===== config.mk =====
export PLATFORM = sky130hd
export DESIGN_NAME = qslave_seq
export DESIGN_NICKNAME = d
export VERILOG_FILES = /design/src/rtl/qslave_seq_pkg.sv /design/src/rtl/qslave_seq_qsync2.sv /design/src/rtl/qslave_seq.sv
export SDC_FILE = /design/constraint.sdc
export NUM_CORES = 1
export LEC_CHECK = 0
export ABC_AREA = 1
export CAP_MARGIN = 20
export CORE_UTILIZATION = 50
export DETAILED_ROUTE_END_ITERATION = 8
export GPL_ROUTABILITY_DRIVEN = 0
export PLACE_DENSITY = 0.81
export SYNTH_ARGS = -nofsm -noshare
export SYNTH_HDL_FRONTEND = slang
export SYNTH_HIERARCHICAL = 1
export SYNTH_SLANG_ARGS = --single-unit

===== constraint.sdc =====
create_clock -name clk20 -period 1.8 [get_ports clk20]
set_clock_uncertainty 0.05 [all_clocks]
set_input_delay 0.54 -clock clk20 [delete_from_list [all_inputs] [get_ports clk20]]
set_output_delay 0.54 -clock clk20 [all_outputs]
set_load 0.02 [all_outputs]

===== src/rtl/qslave_seq_pkg.sv =====
// Shared state encoding and default timing constants for the QBUS slave sequencer.
package qslave_seq_pkg;

  typedef enum logic [2:0] {
    QS_IDLE      = 3'd0,
    QS_RD_SETUP  = 3'd1,
    QS_RD_REPLY  = 3'd2,
    QS_VEC_SETUP = 3'd3,
    QS_VEC_REPLY = 3'd4,
    QS_WR_REPLY  = 3'd5,
    QS_RELEASE   = 3'd6
  } qs_state_t;

  localparam int QS_SETTLE_DEF  = 2;
  localparam int QS_TIMEOUT_DEF = 200;
  localparam int QS_SCNT_W      = 4;
  localparam int QS_TCNT_W      = 10;

endpackage


===== src/rtl/qslave_seq_qsync2.sv =====
// Two-flop synchronizer for one async QBUS receiver line into the clk20 domain.
module qsync2 (
  input  logic i_clk,
  input  logic i_rst_n,
  input  logic i_d,
  output logic o_q
);

  logic r_meta;

  always_ff @(posedge i_clk or negedge i_rst_n) begin
    if (!i_rst_n) begin
      r_meta <= 1'b0;
      o_q    <= 1'b0;
    end else begin
      r_meta <= i_d;
      o_q    <= r_meta;
    end
  end

endmodule


===== src/rtl/qslave_seq.sv =====
// QBUS slave-side sequencer: drives transceiver controls and TRPLY for DATI, DATO
// and interrupt-vector cycles, with settle delay, bus-cycle timeout and INIT abort.
module qslave_seq
  import qslave_seq_pkg::*;
#(
  parameter int SETTLE  = QS_SETTLE_DEF,
  parameter int TIMEOUT = QS_TIMEOUT_DEF
) (
  input  logic clk20,
  input  logic reset_L,
  input  logic RSYNC,
  input  logic RDIN,
  input  logic RDOUT,
  input  logic RINIT,
  input  logic addr_match,
  input  logic assert_vector,
  output logic TRPLY,
  output logic DALtx,
  output logic DALst,
  output logic DALbe,
  output logic wr_strobe,
  output logic rd_done,
  output logic busy,
  output logic timeout_err
);

  localparam int NSYNC = 6;

  logic [NSYNC-1:0] w_async, w_sync;
  logic w_srsync, w_srdin, w_srdout, w_srinit, w_saddr, w_svec;

  assign w_async = {RSYNC, RDIN, RDOUT, RINIT, addr_match, assert_vector};

  for (genvar g = 0; g < NSYNC; g++) begin : g_sync
    qsync2 u_sync (
      .i_clk   (clk20),
      .i_rst_n (reset_L),
      .i_d     (w_async[g]),
      .o_q     (w_sync[g])
    );
  end

  assign {w_srsync, w_srdin, w_srdout, w_srinit, w_saddr, w_svec} = w_sync;

  qs_state_t              r_state, w_next;
  logic [QS_SCNT_W-1:0]   r_scnt;
  logic [QS_TCNT_W-1:0]   r_tcnt;
  logic                   r_lock;
  logic                   w_tmo, w_abort, w_settled, w_setup;

  assign w_tmo     = (r_state != QS_IDLE) && (r_tcnt == QS_TCNT_W'(TIMEOUT - 1));
  assign w_abort   = w_srinit | w_tmo;
  assign w_settled = (r_scnt == QS_SCNT_W'(SETTLE - 1));
  assign w_setup   = (r_state == QS_RD_SETUP) || (r_state == QS_VEC_SETUP);

  // r_lock keeps a timed-out master from being re-served until it negates DIN/DOUT.
  always_ff @(posedge clk20 or negedge reset_L) begin
    if (!reset_L) begin
      r_state <= QS_IDLE;
      r_scnt  <= '0;
      r_tcnt  <= '0;
      r_lock  <= 1'b0;
    end else begin
      r_state <= w_next;
      if (w_setup && (w_next == r_state)) r_scnt <= r_scnt + QS_SCNT_W'(1);
      else                                r_scnt <= '0;
      if ((r_state == QS_IDLE) || (w_next == QS_IDLE))   r_tcnt <= '0;
      else if (r_tcnt != QS_TCNT_W'(TIMEOUT))            r_tcnt <= r_tcnt + QS_TCNT_W'(1);
      if (w_tmo)                      r_lock <= 1'b1;
      else if (!w_srdin && !w_srdout) r_lock <= 1'b0;
    end
  end

  always_comb begin
    w_next = r_state;
    if (w_abort) begin
      w_next = QS_IDLE;
    end else begin
      case (r_state)
        QS_IDLE: begin
          if (!r_lock) begin
            if (w_srsync && w_saddr && w_srdin)       w_next = QS_RD_SETUP;
            else if (w_srsync && w_saddr && w_srdout) w_next = QS_WR_REPLY;
            else if (!w_srsync && w_svec && w_srdin)  w_next = QS_VEC_SETUP;
          end
        end
        QS_RD_SETUP:  if (w_settled) w_next = QS_RD_REPLY;
        QS_VEC_SETUP: if (w_settled) w_next = QS_VEC_REPLY;
        QS_RD_REPLY,
        QS_VEC_REPLY: if (!w_srdin)  w_next = QS_RELEASE;
        QS_WR_REPLY:  if (!w_srdout) w_next = QS_RELEASE;
        QS_RELEASE:   if (!w_srdin && !w_srdout) w_next = QS_IDLE;
        default:      w_next = QS_IDLE;
      endcase
    end
  end

  // Aborts blank every control in the cycle they are detected, not one cycle later.
  always_comb begin
    TRPLY       = 1'b0;
    DALtx       = 1'b0;
    DALst       = 1'b0;
    DALbe       = 1'b0;
    wr_strobe   = 1'b0;
    rd_done     = 1'b0;
    busy        = (r_state != QS_IDLE);
    timeout_err = w_tmo;
    if (!w_abort) begin
      case (r_state)
        QS_RD_SETUP,
        QS_VEC_SETUP: DALtx = 1'b1;
        QS_RD_REPLY,
        QS_VEC_REPLY: begin
          TRPLY   = 1'b1;
          DALtx   = 1'b1;
          DALst   = 1'b1;
          DALbe   = 1'b1;
          rd_done = !w_srdin;
        end
        QS_WR_REPLY: begin
          TRPLY     = 1'b1;
          wr_strobe = (r_tcnt == '0);
        end
        default: ;
      endcase
    end
  end

endmodule


==> results_dict.tcl, run 1 <==
set metrics [dict create \
    path_cells "nor2_4 > nand2_4 > inv_4 > nor2_2 > nand2_2 > inv_4 > nor2_4 > inv_4 > nor4_4 > buf_4" \
    critPathMaxStageDelay_ps 420 \
    reg2regPathDepth 12 \
    wl_per_cell_um 13.71 \
    violations "DRC, setup timing" \
    slew_violations 0 \
    r2r_end "r_tcnt[6]$_DFFE_PN0P_" \
    hold_start "g_sync[0].u_sync/r_meta$_DFF_PN0_" \
    yosysTopAreaCell "dfrtp_1" \
    whs_path_depth 0 \
    cts.htree.levels 2 \
    syn_inst 180 \
    setup_slack_ps -496.8 \
    first_global_vias 1389 \
    yosysTopAreaCellShare_pct 49.63 \
    holdPathEnd "g_sync[0].u_sync/o_q$_DFF_PN0_" \
    dr_wl_met2_um 1915 \
    finalSetupViolations 18 \
    hold_ws_ps 305.3 \
    synth-edff-count 0 \
    route.met3.wl_um 232 \
    cts_sinks 30 \
    synth.area.top_cells "dfrtp_1, nand2_1, inv_1" \
    cp_slowest_cell "dfrtp_1" \
    gr-usage-all-layers_pct 24.13 \
    finalHoldViolations 0 \
    hpwl_um 2250 \
    yosys_warnings 6 \
    required_ps 1210 \
    antenna_found_initial 0 \
    cts_tree "built" \
    avgSynthCellArea_sq_um 8.404 \
    dr.pass1.iters 6 \
    peakVddDrop_mv 0.6835 \
    final_core_util_pct 76.94 \
    syn-cell-area_sq_um 1513 \
    worst_pin_slew_ps 376.5 \
    syn2layout_area_growth_pct 42.68 \
    rsz0062_at_grt "true" \
    end_kind "primary output" \
    cts_root_buffer "clkbuf_4" \
    core.rowCount 19 \
    max_freq_mhz 435.4 \
    synthArstFlopShare_pct 100.0 \
    routed_via_density 5.216 \
    dieArea_sq_um 3250 \
    relSlewSlack_pct 74.90 \
    ctsLongestPathBuffers 2 \
    hold_class "reg -> reg" \
    finalInstanceArea_sq_um 2158 \
    cap_violations 0 \
    grt_max_degree 31 \
    placed_area_sq_um 1941 \
    worstSetupPathType "reg -> out" \
    path_clk_slew_ps 100 \
    start_kind "flip-flop" \
    finalWirelength_um 3743 \
    grt_pass1_wl_um 5782 \
    clock_latency_ps 330 \
    path_buf_inv 4 \
    crit_fanout 5 \
    gr-total-overflow 0 \
    io_buffers 15 \
    wl_met1_um 1530 \
    first_iter_violations 69 \
    period_minus_slack_ps 2297 \
    reg2reg_slack_ps -70 \
    reg2reg_from "r_state[1]$_DFF_PN0_" \
    die_h_um 57.01 \
    ys_seq_area_share_pct 49.63 \
    diodes 0 \
    core_sq_um 2805 \
    power.total_w 0.002303 \
    numCtsBuffers 5 \
    crit_top_cell "inv_4" \
    start_util_pct 53.93 \
    drive_above_1_share_pct 39.26 \
    crit_arrival_ps 1710 \
    crit_family "simple AND/OR/NAND/NOR gates" \
    die_width_um 57.01 \
    highest_layer "met4" \
    layout.nets 253 \
    pin_count 16 \
    ys_ff_latch 30 \
    ant_nets 0 \
    p_per_area_nw_per_um2 1067 \
    leakage_nw 1.073 \
    vias 1424 \
    fin_crit_sh_pct 127.6 \
    drcViolationCount 2 \
    ys.flop_type "dfrtp_1" \
    synth_nets 192 \
    status "finished with violations" \
    synth_cell_type_count 21 \
]
[worst register-to-register path, delay by kind of cell (launching register included)]
kind / cells / cell delay [ps]
buffers and inverters: 3 / 400
and+or+nand+nor: 9 / 940
DFF: 1 / 420
[per-layer routing]
metal | GRT usage, % | vias up
met5 | 0 | -
met4 | 12.20 | 0
met3 | 7.483 | 8
met2 | 40.17 | 64
met1 | 28.31 | 677
li1 | - | 675
[final cells by class]
| type | instances | area, sq um |
|---|---|---|
| timing repair buffer | 55 | 460.4 |
| clock inverter | 3 | 21.27 |
| multi-input combinational | 119 | 729.5 |
| tap | 31 | 38.79 |
| clock buffer | 5 | 37.54 |
| sequential | 30 | 750.7 |
| inverter | 30 | 120.1 |
| fill | 162 | 646.9 |
[synthesized netlist by cell type (3+ instances only)]
| library cell | instances |
|---|---|
| nor2_1 | 22 |
| dfrtp_1 | 30 |
| inv_1 | 26 |
| nor2_2 | 13 |
| nand3_1 | 15 |
| xnor2_1 | 3 |
| o21ai_0 | 4 |
| inv_2 | 4 |
| nand2_1 | 34 |
| ha_1 | 4 |
| xor2_1 | 7 |
| nor3_1 | 4 |
[report_power, final]
| group | switching, W | internal, W |
|---|---|---|
| logic | 0.000660 | 0.000485 |
| clock network | 0.000243 | 0.000151 |
| registers | 0.0000430 | 0.000721 |
| total | 0.000946 | 0.00136 |
[how the worst max path moves through the flow]
stage	cells after the start	end	from	slack, ps
2_1_floorplan	10	DALst	r_state[0]$_DFF_PN0_	-250
3_3_place_gp	9	wr_strobe	r_tcnt[0]$_DFFE_PN0P_	-520
3_5_place_dp	9	wr_strobe	r_tcnt[0]$_DFFE_PN0P_	-590
4_1_cts	9	wr_strobe	r_tcnt[0]$_DFFE_PN0P_	-460
5_1_grt	10	wr_strobe	r_state[1]$_DFF_PN0_	-610
6_report	10	wr_strobe	r_state[1]$_DFF_PN0_	-500
[through the flow]
stage	worst slack, ps	TNS, ps	cells
after CTS	-455.1	-3076	272
after global routing	-607.0	-5562	273
after detailed placement	-591.8	-3575	253
final	-496.8	-3723	273
after floorplan	-252.3	-1142	180
after global placement	-516.4	-3305	253
[cells in the final DEF (no fill, tap or decap), types with 3 or more instances in the layout]
master           netlist  final
buf_4                  2     40
nand2_1               34     31
dfrtp_1               30     30
inv_1                 26     24
nor2_1                22     17
nor2_2                13     16
nand3_1               15     15
buf_6                  0      8
xor2_1                 7      7
clkdlybuf4s50_1        0      7
nand2_2                2      5
clkbuf_4               0      5
o21ai_0                4      4
nor2_4                 1      3
inv_2                  4      3
inv_4                  0      3
xnor2_1                3      3
ha_1                   4      3
[sequential cells by signal, indices dropped and copies added (netlist names)]
| name | cells |
|---|---|
| r_tcnt | 10 |
| g_sync.u_sync/o_q | 6 |
| g_sync.u_sync/r_meta | 6 |
| r_scnt | 4 |
| r_state | 3 |
| r_lock | 1 |
[repair_timing]
action | 4_1_cts | 5_1_grt
pin swaps | 8 | 12
hold endpoints to repair | 0 | 0
resized for setup | 57 | 7
gates cloned | 0 | 1
buffers inserted | 11 | 4
endpoints found under the setup margin | 8 | 21
hold buffers | 0 | 0
[cell families after synthesis]
kind of cell / synth area share, %
simple gates: 30.52
flops: 49.63
fa+ha+maj: 3.309
xor+xnor: 5.790
compound gates: 2.316
buf+inv: 8.436
Note: power is estimated with default switching activity, not from simulation.
==> run 2: changes to the inputs <==
Settings changed: GPL_ROUTABILITY_DRIVEN 0 to not set.
==> results of run 2 <==
The final DEF is identical to that of run 1; final timing and power are the same.
